## src/rtl/mod_memstage_if.sv

```systemverilog
`default_nettype none
// ============================================================================
// Module   : mod_memstage_if
// Brief    : Handshake, memory and execute-side signal bundle for mod_memstage.
// Revision : 1.0 - initial release
// ============================================================================
interface mod_memstage_if #(
   parameter int MEMEX_W = 278
) (
   input logic clk,
   input logic reset
);
   logic               in_valid;
   logic               in_ready;
   logic [MEMEX_W-1:0] in_memex;
   logic [1:0]         in_mem_op;
   logic [63:0]        in_addr;
   logic               mem_req;
   logic               mem_we;
   logic [63:0]        mem_addr;
   logic [63:0]        mem_wdata;
   logic               mem_ack;
   logic [63:0]        mem_rdata;
   logic [MEMEX_W-1:0] memex;
   logic               can_execute;
   logic               ex_ready;
   logic [63:0]        load_buffer;
   logic               loadbuffer_done;
   logic               memstage_active;
   logic               store_memstage_active;

   modport master (
      input  clk, reset,
      input  in_ready, mem_req, mem_we, mem_addr, mem_wdata, memex, can_execute,
      input  load_buffer, loadbuffer_done, memstage_active, store_memstage_active,
      output in_valid, in_memex, in_mem_op, in_addr, mem_ack, mem_rdata, ex_ready
   );

   modport slave (
      input  in_valid, in_memex, in_mem_op, in_addr, mem_ack, mem_rdata, ex_ready,
      output in_ready, mem_req, mem_we, mem_addr, mem_wdata, memex, can_execute,
      output load_buffer, loadbuffer_done, memstage_active, store_memstage_active
   );
endinterface
`default_nettype wire

```

## src/rtl/mod_memstage.sv

```systemverilog
`default_nettype none
// ============================================================================
// Module   : mod_memstage
// Brief    : Memory stage: issues one 8-byte load/store, then holds the
//            instruction for execute with back-to-back acceptance.
// Revision : 1.0 - initial release
// ============================================================================
module mod_memstage #(
   parameter int MEMEX_W = 278
) (
   input  logic          clk,
   input  logic          reset,
   mod_memstage_if.slave bus
);
   // Field offsets inside the packed MEM_EX word (pc at the MSB end, mod at bit 0)
   localparam int         c_SIM_END_BIT = 2;
   localparam int         c_REGA_LSB    = 150;
   localparam logic [1:0] c_OP_LOAD     = 2'd1;
   localparam logic [1:0] c_OP_STORE    = 2'd2;

   typedef enum logic [1:0] {
      IDLE    = 2'd0,
      MEM_REQ = 2'd1,
      HOLD    = 2'd2
   } state_t;

   state_t             r_state;
   state_t             w_next;
   logic               w_in_ready;
   logic               w_accept;
   logic               w_is_mem;
   logic               w_ack;
   logic               w_mem_req;
   logic               w_active;
   logic [MEMEX_W-1:0] r_memex;
   logic [63:0]        r_addr;
   logic [63:0]        r_wdata;
   logic               r_store;
   logic [63:0]        r_load_buffer;
   logic               r_lb_done;
   logic               r_first_hold;

   // sim_end forces the instruction straight through without touching memory
   assign w_is_mem  = ((bus.in_mem_op == c_OP_LOAD) || (bus.in_mem_op == c_OP_STORE))
                      && !bus.in_memex[c_SIM_END_BIT];
   assign w_accept  = bus.in_valid & w_in_ready;
   assign w_mem_req = (r_state == MEM_REQ);
   assign w_ack     = w_mem_req & bus.mem_ack;

   always_comb begin
      w_next     = r_state;
      w_in_ready = 1'b0;
      case (r_state)
         IDLE: begin
            w_in_ready = 1'b1;
            if (bus.in_valid) w_next = w_is_mem ? MEM_REQ : HOLD;
         end
         MEM_REQ: begin
            if (bus.mem_ack) w_next = HOLD;
         end
         HOLD: begin
            w_in_ready = bus.ex_ready;
            if (bus.ex_ready) begin
               if (!bus.in_valid) w_next = IDLE;
               else               w_next = w_is_mem ? MEM_REQ : HOLD;
            end
         end
         default: w_next = IDLE;
      endcase
   end

   always_ff @(posedge clk) begin
      if (reset) begin
         r_state       <= IDLE;
         r_memex       <= '0;
         r_addr        <= '0;
         r_wdata       <= '0;
         r_store       <= 1'b0;
         r_load_buffer <= '0;
         r_lb_done     <= 1'b0;
         r_first_hold  <= 1'b0;
      end else begin
         r_state      <= w_next;
         r_lb_done    <= w_ack & ~r_store;
         r_first_hold <= w_ack;
         if (w_ack && !r_store) r_load_buffer <= bus.mem_rdata;
         if (w_accept) begin
            r_memex <= bus.in_memex;
            r_addr  <= bus.in_addr;
            r_wdata <= bus.in_memex[c_REGA_LSB +: 64];
            r_store <= (bus.in_mem_op == c_OP_STORE);
         end
      end
   end

   // r_store still describes the in-flight op during the first HOLD cycle,
   // even if a new instruction is accepted in that same cycle
   assign w_active                  = w_mem_req | r_first_hold;
   assign bus.in_ready              = w_in_ready;
   assign bus.mem_req               = w_mem_req;
   assign bus.mem_we                = w_mem_req & r_store;
   assign bus.mem_addr              = r_addr;
   assign bus.mem_wdata             = r_wdata;
   assign bus.memex                 = r_memex;
   assign bus.can_execute           = (r_state == HOLD);
   assign bus.load_buffer           = r_load_buffer;
   assign bus.loadbuffer_done       = r_lb_done;
   assign bus.memstage_active       = w_active;
   assign bus.store_memstage_active = w_active & r_store;
endmodule
`default_nettype wire

```

## src/flat_wrapper.sv

```systemverilog
// flat-port wrapper written by rule: the top's interface ports become plain ports
module mod_memstage_flat 
#(
   parameter int MEMEX_W = 278
)
  (clk, reset, bus_in_valid, bus_in_memex, bus_in_mem_op, bus_in_addr, bus_mem_ack, bus_mem_rdata, bus_ex_ready, bus_in_ready, bus_mem_req, bus_mem_we, bus_mem_addr, bus_mem_wdata, bus_memex, bus_can_execute, bus_load_buffer, bus_loadbuffer_done, bus_memstage_active, bus_store_memstage_active);
  mod_memstage_if #(.MEMEX_W(MEMEX_W)) bus_i (.clk(clk), .reset(reset));
  input  logic clk;
  input  logic reset;
  input wire logic [$bits(bus_i.in_valid)-1:0] bus_in_valid;
  input wire logic [$bits(bus_i.in_memex)-1:0] bus_in_memex;
  input wire logic [$bits(bus_i.in_mem_op)-1:0] bus_in_mem_op;
  input wire logic [$bits(bus_i.in_addr)-1:0] bus_in_addr;
  input wire logic [$bits(bus_i.mem_ack)-1:0] bus_mem_ack;
  input wire logic [$bits(bus_i.mem_rdata)-1:0] bus_mem_rdata;
  input wire logic [$bits(bus_i.ex_ready)-1:0] bus_ex_ready;
  output wire logic [$bits(bus_i.in_ready)-1:0] bus_in_ready;
  output wire logic [$bits(bus_i.mem_req)-1:0] bus_mem_req;
  output wire logic [$bits(bus_i.mem_we)-1:0] bus_mem_we;
  output wire logic [$bits(bus_i.mem_addr)-1:0] bus_mem_addr;
  output wire logic [$bits(bus_i.mem_wdata)-1:0] bus_mem_wdata;
  output wire logic [$bits(bus_i.memex)-1:0] bus_memex;
  output wire logic [$bits(bus_i.can_execute)-1:0] bus_can_execute;
  output wire logic [$bits(bus_i.load_buffer)-1:0] bus_load_buffer;
  output wire logic [$bits(bus_i.loadbuffer_done)-1:0] bus_loadbuffer_done;
  output wire logic [$bits(bus_i.memstage_active)-1:0] bus_memstage_active;
  output wire logic [$bits(bus_i.store_memstage_active)-1:0] bus_store_memstage_active;
  assign bus_i.in_valid = bus_in_valid;
  assign bus_i.in_memex = bus_in_memex;
  assign bus_i.in_mem_op = bus_in_mem_op;
  assign bus_i.in_addr = bus_in_addr;
  assign bus_i.mem_ack = bus_mem_ack;
  assign bus_i.mem_rdata = bus_mem_rdata;
  assign bus_i.ex_ready = bus_ex_ready;
  assign bus_in_ready = bus_i.in_ready;
  assign bus_mem_req = bus_i.mem_req;
  assign bus_mem_we = bus_i.mem_we;
  assign bus_mem_addr = bus_i.mem_addr;
  assign bus_mem_wdata = bus_i.mem_wdata;
  assign bus_memex = bus_i.memex;
  assign bus_can_execute = bus_i.can_execute;
  assign bus_load_buffer = bus_i.load_buffer;
  assign bus_loadbuffer_done = bus_i.loadbuffer_done;
  assign bus_memstage_active = bus_i.memstage_active;
  assign bus_store_memstage_active = bus_i.store_memstage_active;
  mod_memstage #(.MEMEX_W(MEMEX_W)) u_core (.clk(clk), .reset(reset), .bus(bus_i));
endmodule
```

## config.mk

```make
export PLATFORM = sky130hd
export DESIGN_NAME = mod_memstage_flat
export DESIGN_NICKNAME = d
export VERILOG_FILES = /design/src/rtl/mod_memstage_if.sv /design/src/rtl/mod_memstage.sv /design/src/flat_wrapper.sv
export SDC_FILE = /design/constraint.sdc
export NUM_CORES = 1
export LEC_CHECK = 0
export CAP_MARGIN = 25
export CORE_AREA = 2 2 346 348
export DETAILED_ROUTE_END_ITERATION = 7
export DIE_AREA = 0 0 348 350
export PLACE_DENSITY = 0.45
export SLEW_MARGIN = 10
export SYNTH_ARGS = -nofsm -noshare
export SYNTH_HDL_FRONTEND = slang
export SYNTH_SLANG_ARGS = --single-unit
export TNS_END_PERCENT = 30
```

## constraint.sdc

```tcl
create_clock -name clk -period 1.6 [get_ports clk]
set_input_delay 0.4 -clock clk [delete_from_list [all_inputs] [get_ports clk]]
set_output_delay 0.4 -clock clk [all_outputs]
set_load 0.02 [all_outputs]
```

### Yosys cells after proc, flatten, opt, wreduce, memory -nomap -nowiden

Cells that the tools add are included.

| operators by class | value |
|---|---|
| equality and inequality tests | 7 |
| mux-type cells | 7 |
| bitwise logic cells | 7 |
| reductions and logical operators | 7 |

Operators by type and width:

| cell | number |
|---|---|
| $mux W2 | 5 |
| $ne A2 B2 Y1 const B | 3 |
| $pmux W2 S3 | 1 |
| $and A1 B1 Y1 | 5 |
| $eq A2 B1 Y1 const B | 2 |
| $eq A2 B2 Y1 const B | 2 |
| $reduce_and A3 Y1 | 1 |
| $logic_and A1 B1 Y1 | 2 |
| $logic_not A1 Y1 | 2 |
| $logic_not A2 Y1 | 1 |
| $pmux W1 S2 | 1 |
| $logic_or A1 B1 Y1 | 1 |
| $not A1 Y1 | 1 |
| $or A1 B1 Y1 | 1 |

| storage, ports and cells | value |
|---|---|
| register bits after elaboration | 475 |
| output and inout port bits | 477 |
| word-level logic and storage cells | 36 |

### Depth between registers and ports, before layout

| depth | value |
|---|---|
| word-level depth | 7 |
| depth in mapped cells | 6 |
| mapped depth without buffers | 5 |

### Least setup slack after synthesis

OpenSTA, ideal clock, no wires.

| path | value |
|---|---|
| path type | register -> output |
| start | register u_core.r_state[0] |
| end | output bus_store_memstage_active |
| arrival time | 1.420 ns |
| slack | -0.220 ns |
| stages on the path, launching flop included | 4 |
| path buffers | 0 |
| path through | dfxtp_1 nor2b_1 or2_2 and2_1 |

| between the ends | value |
|---|---|
| cells in the longest elaborated chain, start to end | 3 |

Ends and longest elaborated chain:

| what | line | RTL |
|---|---|---|
| from (decl) | mod_memstage.sv:27 | `state_t r_state;` |
| from (signal assigned) | mod_memstage.sv:83 | `r_state <= w_next;` |
| $eq A2 B1 Y1 | mod_memstage.sv:47 | `assign w_mem_req = (r_state == MEM_REQ);` |
| named net bus_mem_req | flat_wrapper.sv:18 | `output wire logic [$bits(bus_i.mem_req)-1:0] bus_mem_req;` |
| $or A1 B1 Y1 | mod_memstage.sv:98 | `assign w_active = w_mem_req \| r_first_hold;` |
| named net bus_memstage_active | flat_wrapper.sv:26 | `output wire logic [$bits(bus_i.memstage_active)-1:0] bus_memstage_active;` |
| $and A1 B1 Y1 | mod_memstage.sv:109 | `assign bus.store_memstage_active = w_active & r_store;` |
| to (decl) | flat_wrapper.sv:27 | `output wire logic [$bits(bus_i.store_memstage_active)-1:0] bus_store_memstage_active;` |

The timed path passes the listed nets, and every way through them passes these cells.

### Worst setup path in the final report

| path | value |
|---|---|
| start | register u_core.r_state[0] |
| end | output bus_store_memstage_active |

| between the ends | value |
|---|---|
| cells in the longest elaborated chain, start to end | 3 |

Ends and longest elaborated chain:

| what | line |
|---|---|
| $eq A2 B1 Y1 | mod_memstage.sv:47 |
| $or A1 B1 Y1 | mod_memstage.sv:98 |
| $and A1 B1 Y1 | mod_memstage.sv:109 |

No other way between the ends.

==> flow_metrics.env <==
export IMPL_ctsHoldBuffers=0
export IMPL_ys_warn_count=0
export IMPL_fin_crit_sh_pct=123.3
export IMPL_synthCells=1935
export IMPL_avgSynthCellArea_um2=8.155
export IMPL_wire_per_inst_um=18.34
export IMPL_max_stage_delay_ns=0.32
export IMPL_vdd_drop_max_v=0.0008258
export IMPL_p_leak_nw=10.65
export IMPL_fmax_ghz=0.5069
export IMPL_via_per_inst=3.998
export IMPL_drtAntennaViolNets=0
export IMPL_placed_cells=4216
export IMPL_finalHoldViolations=0
export IMPL_cts_sinks=411
export IMPL_start_util_pct=13.40
export IMPL_instances_no_fill=4317
export IMPL_postSynth_asyncResetShare_pct=0
export IMPL_finClkSkew_ns=0.01397
export IMPL_yosysMostFrequentCell="dfxtp_1"
export IMPL_status="finished, violations left"
export IMPL_grt_usage_pct=12.13
export IMPL_clk_pin_slew_ns=0.06
export IMPL_maxCapViolations=0
export IMPL_endpoint_kind="output port"
export IMPL_cts_tree="built"
export IMPL_antenna_found_initial=5
export IMPL_fillers=13170
export IMPL_drv_slew=0
export IMPL_fin_area_um2=27010
export IMPL_hold_path_class="in -> reg"
export IMPL_syn_area_um2=15780
export IMPL_clock_path_buffers=3
export IMPL_n_antenna_cell=0
export IMPL_setup_violations=41
export IMPL_ioPinCount=890
export IMPL_cp_cell_sequence="nor2b_4 -> or2_4 -> and2_4 -> buf_6"
export IMPL_synth_seq_area_share_pct=52.14
export IMPL_die_y_um=350
export IMPL_rsz0062_at_grt="yes"
export IMPL_slew_headroom_pct=73.53
export IMPL_synth_area_leaders="dfxtp_1 52%, a21oi_1 13%, o21ai_0 11%"
export IMPL_ys_seq_elements=411
export IMPL_die_area_um2=121800
export IMPL_synth_flop_cell="dfxtp_1"
export IMPL_crit_family="simple AND/OR/NAND/NOR gates"
export IMPL_regArea_um2=8335
export IMPL_drc_errors=0
export IMPL_syn_nets=2349
export IMPL_synth_commonest_cells="411 x dfxtp_1, 409 x a21oi_1, 345 x o21ai_0"
export IMPL_startpoint_type="flip-flop"
export IMPL_setup_slack_ns=-0.3728
export IMPL_vias=17260
export IMPL_hold_ws_ns=0.1872
export IMPL_grt_max_degree=70
export IMPL_htreeDepth=2
export IMPL_dp_hpwl_um=58750
export IMPL_totalWireLength_um=79180
export IMPL_ys_types=23
export IMPL_drt_first_pass_iters=5
export IMPL_grt_remaining_overflow=0
export IMPL_slowest_stage="dfxtp_2"
export IMPL_die_width_um=348
export IMPL_layout_drive_gt1_share_pct=27.72
export IMPL_row_count=126
export IMPL_core_um2=117800
export IMPL_finalNetCount=3152
export IMPL_clockRootBuffer="clkbuf_16"
export IMPL_violations="setup timing"
export IMPL_period_needed_ns=1.973
export IMPL_clock_latency_ns=0.61
export IMPL_cp_arrival_ns=1.57
export IMPL_drt_iter0_markers=914
export IMPL_cts_made_buffers=53
export IMPL_yosysTopAreaCell="dfxtp_1"
export IMPL_crit_type="reg -> out"
export IMPL_tightest_slew_ns=0.3970
export IMPL_synth_edf_count=0
export IMPL_cp_buffers_inverters=1
export IMPL_dpl_cell_area_um2=26690
export IMPL_cp_required_ns=1.20
export IMPL_grt_pass1_wl_um=113200
export IMPL_synth_top_area_share_pct=52.14
export IMPL_p_per_area_nw_per_um2=1086
export IMPL_synthToLayoutAreaGrowth_pct=71.15
export IMPL_finalPower_w=0.02934
export IMPL_worstPathMaxFanout=2
export IMPL_multi_input_area_um2=6185
export IMPL_port_buffers=889
export IMPL_grt_pass1_vias=16990
export IMPL_gp_congestion=0.7978
[sequential cells by signal (all words and copies together), names as in the netlist]
register,flops
u_core.bus.loadbuffer_done,1
u_core.r_store,1
u_core.r_state,2
u_core.bus.memex,215
u_core.r_first_hold,1
u_core.bus.mem_addr,64
u_core.bus.mem_wdata,63
u_core.bus.load_buffer,64
[metrics by stage]
step / util, % / setup slack [ns] / TNS, ns
finish: 22.93 / -0.3728 / -2.298
global route: 22.93 / -0.4601 / -13.26
CTS: 23.72 / -0.4572 / -118.28
detailed placement: 22.66 / -0.5675 / -153.43
global placement: 22.66 / -0.5597 / -149.45
floorplan: - / -0.01621 / -0.01621
[final timing paths]
path / cells past startpoint / slack [ns] / from / to
hold / removal: 2 / 0.19 / reset / u_core.r_state[1]
hold reg to reg: 2 / 0.45 / u_core.bus.load_buffer[35] / u_core.bus.load_buffer[35]
setup reg to reg: 7 / -0.05 / u_core.r_state[1] / u_core.bus.mem_wdata[43]
setup / recovery: 4 / -0.37 / u_core.r_state[0] / bus_store_memstage_active
[cells by family (layout without fill, tap and decap cells)]
| logic type | count (synthesis) | in the layout | synth area share [%] |
|---|---|---|---|
| buffers and inverters | 278 | 1124 | 9.087 |
| AO/OA/AOI/OAI | 756 | 756 | 24.01 |
| adder cells (fa/ha/maj) | 1 | 1 | 0.07928 |
| AND/OR/NAND/NOR | 489 | 489 | 14.68 |
| flip-flops | 411 | 411 | 52.14 |
[placed cells by master (no fill, tap or decap), types with 49 or more instances in the layout]
cell type	instances
clkdlybuf4s50_1	411
a21oi_1	409
dfxtp_1	349
nand2_1	128
clkbuf_2	164
buf_2	103
clkbuf_16	55
buf_4	257
dfxtp_2	50
o21ai_0	296
o21ai_1	49
nand3_1	343
[final cells by class]
class                   count  share of cell area (%)
repair buffers           1024                   32.26
flip-flops and latches    411                   30.86
multi-input cells        1246                   22.90
well taps                1536                   7.116
clock buffers              83                   5.967
clock inverters            15                  0.8709
inverters                   2                 0.02780
[worst register-to-register path, stage by stage (launching register included)]
cell and delay [ns]:
dfxtp_2 0.35, buf_6 0.13, and2b_4 0.17, buf_4 0.13
buf_6 0.17, buf_12 0.26, o21ai_0 0.22, a21oi_1 0.15
[what timing repair did]
item | 4_1_cts | 5_1_grt
buffers inserted | 3 | 0
pin swaps | 1 | 3
endpoints found under the hold margin | 0 | 0
resized for setup | 1359 | 608
setup endpoints to repair | 714 | 591
[metal layers]
metal  up-vias  routed length (um)  global-route usage, %
met5         -                  66                      0
met4         8                1670                  3.225
met3        82                6320                  4.034
met2       597               38140                  20.39
met1      8240               32980                  14.77
li1       8334                   -                      -
[report_power, final]
part,internal (W),switching (W)
clock network,0.00784,0.00487
registers,0.0109,0.000377
logic,0.00244,0.00295
No activity file was read; power rests on OpenSTA's default activity.
